## src/rtl/fetch_decode_stage.sv

```systemverilog
// fetch_decode_stage: IF stage plus IF/ID pipeline register of the 5-stage RV32I core.
//
// Owns PC_F and issues fetches over a req/ready handshake. Responses come back in
// request order on rvalid and land in a 2-entry buffer. The buffer head is loaded
// into IF/ID, which drives decode.
//
// Ports:
//   clk, rst                     clock; asynchronous active-high reset
//   Stall_D, Flush_D             hazard unit: hold IF/ID / insert a bubble into IF/ID
//   PCSrc_E, PCTarget_E          EX-stage redirect and its target
//   Imem_Req/Addr/Ready          fetch request channel (Addr = PC_F)
//   Imem_RValid/RData            in-order read data return
//   Instr_D/PC_D/PCPlus4_D       IF/ID contents presented to decode
//   Valid_D                      Instr_D is a real instruction (0 = bubble)
module fetch_decode_stage #(
  parameter logic [31:0] RESET_PC  = 32'h0000_0000,
  parameter logic [31:0] NOP_INSTR = 32'h0000_0013
) (
  input  logic        clk,
  input  logic        rst,
  input  logic        Stall_D,
  input  logic        Flush_D,
  input  logic        PCSrc_E,
  input  logic [31:0] PCTarget_E,
  output logic        Imem_Req,
  output logic [31:0] Imem_Addr,
  input  logic        Imem_Ready,
  input  logic        Imem_RValid,
  input  logic [31:0] Imem_RData,
  output logic [31:0] Instr_D,
  output logic [31:0] PC_D,
  output logic [31:0] PCPlus4_D,
  output logic        Valid_D
);

  logic [31:0] pc_f_q, pc_f_d;
  logic [31:0] inf_pc_q [2];
  logic [31:0] inf_pc_d [2];
  logic [1:0]  inf_cnt_q, inf_cnt_d;
  logic [1:0]  discard_q, discard_d;
  logic [31:0] buf_instr_q [2];
  logic [31:0] buf_instr_d [2];
  logic [31:0] buf_pc_q [2];
  logic [31:0] buf_pc_d [2];
  logic [1:0]  buf_cnt_q, buf_cnt_d;
  logic [31:0] ifid_instr_q, ifid_instr_d;
  logic [31:0] ifid_pc_q, ifid_pc_d;
  logic [31:0] ifid_pc4_q, ifid_pc4_d;
  logic        ifid_valid_q, ifid_valid_d;

  logic        resp_valid, resp_drop, resp_keep;
  logic        bubble, pop, accept;
  logic [2:0]  credit_used;

  // Handshake and credit. The slot freed by this cycle's IF/ID load counts as
  // available, which is what sustains one instruction per cycle with 1-cycle memory.
  always_comb begin
    resp_valid  = Imem_RValid && ((inf_cnt_q != 2'd0) || (discard_q != 2'd0));
    resp_drop   = resp_valid && (discard_q != 2'd0);
    resp_keep   = resp_valid && (discard_q == 2'd0);
    bubble      = PCSrc_E || Flush_D;
    pop         = !bubble && !Stall_D && (buf_cnt_q != 2'd0);
    credit_used = {1'b0, inf_cnt_q} + {1'b0, buf_cnt_q} + {1'b0, discard_q} - {2'b00, pop};
    Imem_Req    = !rst && !PCSrc_E && (credit_used < 3'd2);
    accept      = Imem_Req && Imem_Ready;
  end

  // PC_F, inflight-PC queue and discard counter.
  always_comb begin
    pc_f_d    = pc_f_q;
    inf_pc_d  = inf_pc_q;
    inf_cnt_d = inf_cnt_q;
    discard_d = discard_q;
    if (PCSrc_E) begin
      pc_f_d    = PCTarget_E;
      inf_cnt_d = 2'd0;
      // Everything still outstanding, less a response consumed this cycle, is stale.
      discard_d = discard_q + inf_cnt_q - {1'b0, resp_valid};
    end else begin
      if (resp_drop) begin
        discard_d = discard_q - 2'd1;
      end
      if (resp_keep) begin
        inf_pc_d[0] = inf_pc_q[1];
        inf_cnt_d   = inf_cnt_q - 2'd1;
      end
      if (accept) begin
        // Credit guarantees at most one entry remains after any pop.
        inf_pc_d[inf_cnt_d[0]] = pc_f_q;
        inf_cnt_d              = inf_cnt_d + 2'd1;
        pc_f_d                 = pc_f_q + 32'd4;
      end
    end
  end

  // Return buffer: pop to IF/ID first, then append the response behind what remains.
  always_comb begin
    buf_instr_d = buf_instr_q;
    buf_pc_d    = buf_pc_q;
    buf_cnt_d   = buf_cnt_q;
    if (PCSrc_E) begin
      buf_cnt_d = 2'd0;
    end else begin
      if (pop) begin
        buf_instr_d[0] = buf_instr_q[1];
        buf_pc_d[0]    = buf_pc_q[1];
        buf_cnt_d      = buf_cnt_q - 2'd1;
      end
      if (resp_keep) begin
        buf_instr_d[buf_cnt_d[0]] = Imem_RData;
        buf_pc_d[buf_cnt_d[0]]    = inf_pc_q[0];
        buf_cnt_d                 = buf_cnt_d + 2'd1;
      end
    end
  end

  // IF/ID register: bubble beats stall, stall beats load.
  always_comb begin
    ifid_instr_d = ifid_instr_q;
    ifid_pc_d    = ifid_pc_q;
    ifid_pc4_d   = ifid_pc4_q;
    ifid_valid_d = ifid_valid_q;
    if (bubble) begin
      ifid_valid_d = 1'b0;
      ifid_instr_d = NOP_INSTR;
    end else if (pop) begin
      ifid_valid_d = 1'b1;
      ifid_instr_d = buf_instr_q[0];
      ifid_pc_d    = buf_pc_q[0];
      ifid_pc4_d   = buf_pc_q[0] + 32'd4;
    end else if (!Stall_D) begin
      ifid_valid_d = 1'b0;
      ifid_instr_d = NOP_INSTR;
    end
  end

  always_ff @(posedge clk or posedge rst) begin
    if (rst) begin
      pc_f_q       <= RESET_PC;
      inf_pc_q     <= '{default: '0};
      inf_cnt_q    <= 2'd0;
      discard_q    <= 2'd0;
      buf_instr_q  <= '{default: '0};
      buf_pc_q     <= '{default: '0};
      buf_cnt_q    <= 2'd0;
      ifid_instr_q <= NOP_INSTR;
      ifid_pc_q    <= 32'd0;
      ifid_pc4_q   <= 32'd0;
      ifid_valid_q <= 1'b0;
    end else begin
      pc_f_q       <= pc_f_d;
      inf_pc_q     <= inf_pc_d;
      inf_cnt_q    <= inf_cnt_d;
      discard_q    <= discard_d;
      buf_instr_q  <= buf_instr_d;
      buf_pc_q     <= buf_pc_d;
      buf_cnt_q    <= buf_cnt_d;
      ifid_instr_q <= ifid_instr_d;
      ifid_pc_q    <= ifid_pc_d;
      ifid_pc4_q   <= ifid_pc4_d;
      ifid_valid_q <= ifid_valid_d;
    end
  end

  assign Imem_Addr = pc_f_q;
  assign Instr_D   = ifid_instr_q;
  assign PC_D      = ifid_pc_q;
  assign PCPlus4_D = ifid_pc4_q;
  assign Valid_D   = ifid_valid_q;

endmodule

```

## config.mk

```make
export PLATFORM = sky130hd
export DESIGN_NAME = fetch_decode_stage
export DESIGN_NICKNAME = d
export VERILOG_FILES = /design/src/rtl/fetch_decode_stage.sv
export SDC_FILE = /design/constraint.sdc
export NUM_CORES = 1
export LEC_CHECK = 0
export BUFFER_PORTS_ARGS = -buffer_cell sky130_fd_sc_hd__buf_4
export CAP_MARGIN = 0
export CORE_ASPECT_RATIO = 1.75
export CORE_MARGIN = 10
export CORE_UTILIZATION = 23
export CTS_BUF_LIST = sky130_fd_sc_hd__clkbuf_16
export CTS_CLUSTER_DIAMETER = 50
export DETAILED_ROUTE_END_ITERATION = 8
export HOLD_SLACK_MARGIN = 0.15
export SYNTH_ARGS = -nofsm -noshare
export SYNTH_HDL_FRONTEND = slang
export SYNTH_SLANG_ARGS = --single-unit
```

## constraint.sdc

```tcl
create_clock -name clk -period 12.8 [get_ports clk]
set_clock_uncertainty 0.15 [all_clocks]
set_input_delay 1.28 -clock clk [delete_from_list [all_inputs] [get_ports clk]]
set_output_delay 1.28 -clock clk [all_outputs]
set_load 0.05 [all_outputs]
```

==> metrics.md <==
| Metric | Value |
|---|---|
| Count leader, synth | `dfrtp_1` |
| TNS Setup | `0 ns` |
| Vias in the first global route | `11,600` |
| Total I/O pin count | `201` |
| Syn Nets | `1,500` |
| Post-synthesis sequential area ratio | `56.2%` |
| Switch share | `35.7%` |
| Peak supply drop | `0.101 mV` |
| Max cap viols | `0` |
| Status | `completed` |
| Core area | `0.0622 mm^2` |
| CP Capture Type | `output port` |
| Hold Crit Class | `reg -> reg` |
| Core Rows | `121` |
| R2R depth | `14` |
| Slew margin rel. | `23.5%` |
| F_max | `172 MHz` |
| Cells after Synth | `1,418` |
| Via count | `11,200` |
| Reg power frac | `47.8%` |
| Root Driver | `clkbuf_16` |
| WHS Path Cells | `2` |
| Port Buf Inserts | `200` |
| Critical path capture point | `Imem_Req` |
| Setup violators final | `0` |
| Die outline height | `352 um` |
| CP max stage delay | `0.58 ns` |
| Later-pin clock latency in the skew report | `0.58 ns` |
| Die width | `210 um` |
| Hold buffer count at cts | `0` |
| Hold Startpoint | `PCPlus4_D[13]` |
| Synth top area share | `55.7%` |
| Pin count of the biggest net entering global routing | `108` |
| Layout fillers | `6,485` |
| Worst Path Max Fanout | `84` |
| HPWL after DPL | `31.3 mm` |
| Main synth FF type | `dfrtp_1` |
| Startpoint types | `input pin` |
| Post-synth EDFFs | `0` |
| Crit path time final | `5.80 ns` |
| DRC | `0` |
| Global-route wire length before repair | `69.4 mm` |
| Synth warn | `0` |
| CTS-repair resized insts | `0` |
| R2R Setup Slk | `7.68 ns` |
| Synth unique cells | `62` |
| Final hold vios | `0` |
| Num CTS Buffers | `31` |
| GR Overflow Total | `0` |
| Initial core utilization | `23.3%` |
| Async SR Flop Fraction | `100%` |
| Synthesis-to-finish area growth | `21.6%` |
| Post-Route WL | `44.5 mm` |
| Die area | `0.0737 mm^2` |
| Switching pwr | `0.00111 W` |
| Drt wl/cell | `18.6 um` |
| Most instantiated cells after synthesis | `dfrtp_1, nor3_1, nand2_1` |
| Crit path DAT | `4.37 ns` |
| Clk slew on worst S/H paths | `0.06 ns` |
| CP dominant cell by count | `buf_4` |
| CP Cell Sequence | `buf_4 -> nor4_4 -> buf_4 -> nand2_1 -> nand2_1 -> ha_1 -> a21o_1 -> ha_1 -> xnor3_1 -> and2_1 -> buf_4` |
| Placed insts | `2,332` |
| Global Route Usage Sum | `11.8%` |
| Leak Pwr | `8.49 nW` |
| Synth area leader | `dfrtp_1` |
| Pwr/cell area | `177 mW/mm^2` |
| Crit-path slowest cell | `buf_4` |
| First-pass detailed-route iteration total | `5` |
| RD Place Congestion | `0.760` |
| # nets final | `1,648` |
| Layout cells sized above 1 | `18.9%` |
| Top post-synthesis cells by area | `dfrtp_1, nor3_1, mux2_1, nand2_1, nor2_1` |
| Clock Sinks | `325` |
| Clock Power Share | `27.9%` |
| Critical path class | `in -> out` |
| Htree depth | `1` |
| Synth Register Bits | `325` |
| Reg-to-Reg Start | `buf_cnt_q[0]` |
| Combinational power share | `24.3%` |
| Mapped cell area | `0.0145 mm^2` |
| CTS tree | `built` |
| Setup Buffers After CTS | `0` |
| Vias per Instance | `4.70` |
| DRT antenna net count | `0` |
| Worst Tran Pin Value | `1.14 ns` |
| CP Data Required Time | `11.37 ns` |
| Starting DRT DRC Count | `716` |
| RSZ-0062 raised after global routing | `false` |
| Tcrit/Tclk final | `45.3%` |
| Maximum clock path buffer count | `3` |
| Internal power | `0.00200 W` |
| Initial antenna violation count | `3` |
| Cell Count, Final, Fillers Out | `2,389` |
| Max-slew violation count | `0` |
| Worst Setup SP | `PCSrc_E` |
| Avg Inst Size Synth | `10.2 um^2` |
## stage by stage
step           power, W  utilization, %  hold WS, ns  instance area, um^2  setup slack (ns)
2_1_floorplan   0.00198               -        0.282                14500              2.38
3_5_place_dp    0.00228            26.8        0.314                16700              6.68
6_report        0.00311            28.3        0.326                17600              7.00
3_3_place_gp    0.00224            26.8        0.310                16700              6.75
4_1_cts         0.00316            28.3        0.333                17600              6.98
5_1_grt         0.00329            28.3        0.348                17600              6.79
## critical path: cells and delay by family
| family | cells | cell delay, ns |
|---|---|---|
| adder cells (fa/ha/maj) | 2 | 0.41 |
| buffers and inverters | 3 | 1.12 |
| XOR/XNOR | 1 | 0.45 |
| AO/OA/AOI/OAI | 1 | 0.19 |
| AND/OR/NAND/NOR | 4 | 0.83 |
## power groups by stage
stage               clock [W]  sequential [W]  combinational [W]
finish               0.000867         0.00149           0.000757
global placement            0         0.00150           0.000745
global route         0.000932         0.00153           0.000835
detailed placement          0         0.00151           0.000768
CTS                  0.000895         0.00149           0.000771
floorplan                   0         0.00160           0.000382
## metal layers
metal / up-vias / global-route usage, % / wire length [um]
li1: 5230 / - / -
met1: 5604 / 14.5 / 18600
met2: 321 / 19.6 / 21600
met3: 81 / 2.46 / 2660
met4: 4 / 5.04 / 1640
met5: - / 0 / 27
## worst min-delay path by stage
stage                          to  slack (ns)
floorplan                 PC_D[0]        0.28
global placement    PCPlus4_D[13]        0.31
detailed placement        PC_D[0]        0.31
CTS                       PC_D[0]        0.33
global route                 flop        0.35
finish              PCPlus4_D[13]        0.33
## cell usage in the layout (no fill, tap or decap), types with 6 or more instances in the layout
master	instances
a211oi_1	9
a22o_1	25
a311oi_1	6
and2_1	6
and3_1	8
and4_1	8
buf_4	215
clkbuf_16	31
clkinv_1	7
dfrtp_1	322
ha_1	10
inv_1	28
mux2_1	74
mux2_2	24
nand2_1	183
nand3_1	35
nand4_1	20
nor2_1	178
nor3_1	194
o211ai_1	7
o21ai_0	25
o21ai_1	29
xnor2_1	22
xor2_1	19
## final cells by class
cell class                      instances  area [um^2]  share of cell area [%]
Multi-Input combinational cell        973         5840                    33.2
Timing Repair Buffer                  215         1610                    9.17
Tap cell                              799         1000                    5.68
Sequential cell                       325         8140                    46.2
Antenna cell                            2         5.00                  0.0284
Inverter                               20         82.6                   0.469
Clock buffer                           31          776                    4.41
Clock inverter                         24          146                   0.832
## kinds of logic (layout without fill, tap and decap cells)
group                    Yosys count  count (layout)  share of synthesized area, %
AND/OR/NAND/NOR                  662             662                          21.1
flip-flops                       325             325                          56.2
AO/OA/AOI/OAI                    155             155                          7.48
buffers and inverters            120             290                          3.59
multiplexers                     103             103                          7.97
XOR/XNOR                          42              42                          2.64
adder cells (fa/ha/maj)           11              11                          1.00
other                              0               2                             0
Note: power is estimated with default switching activity, not from simulation.
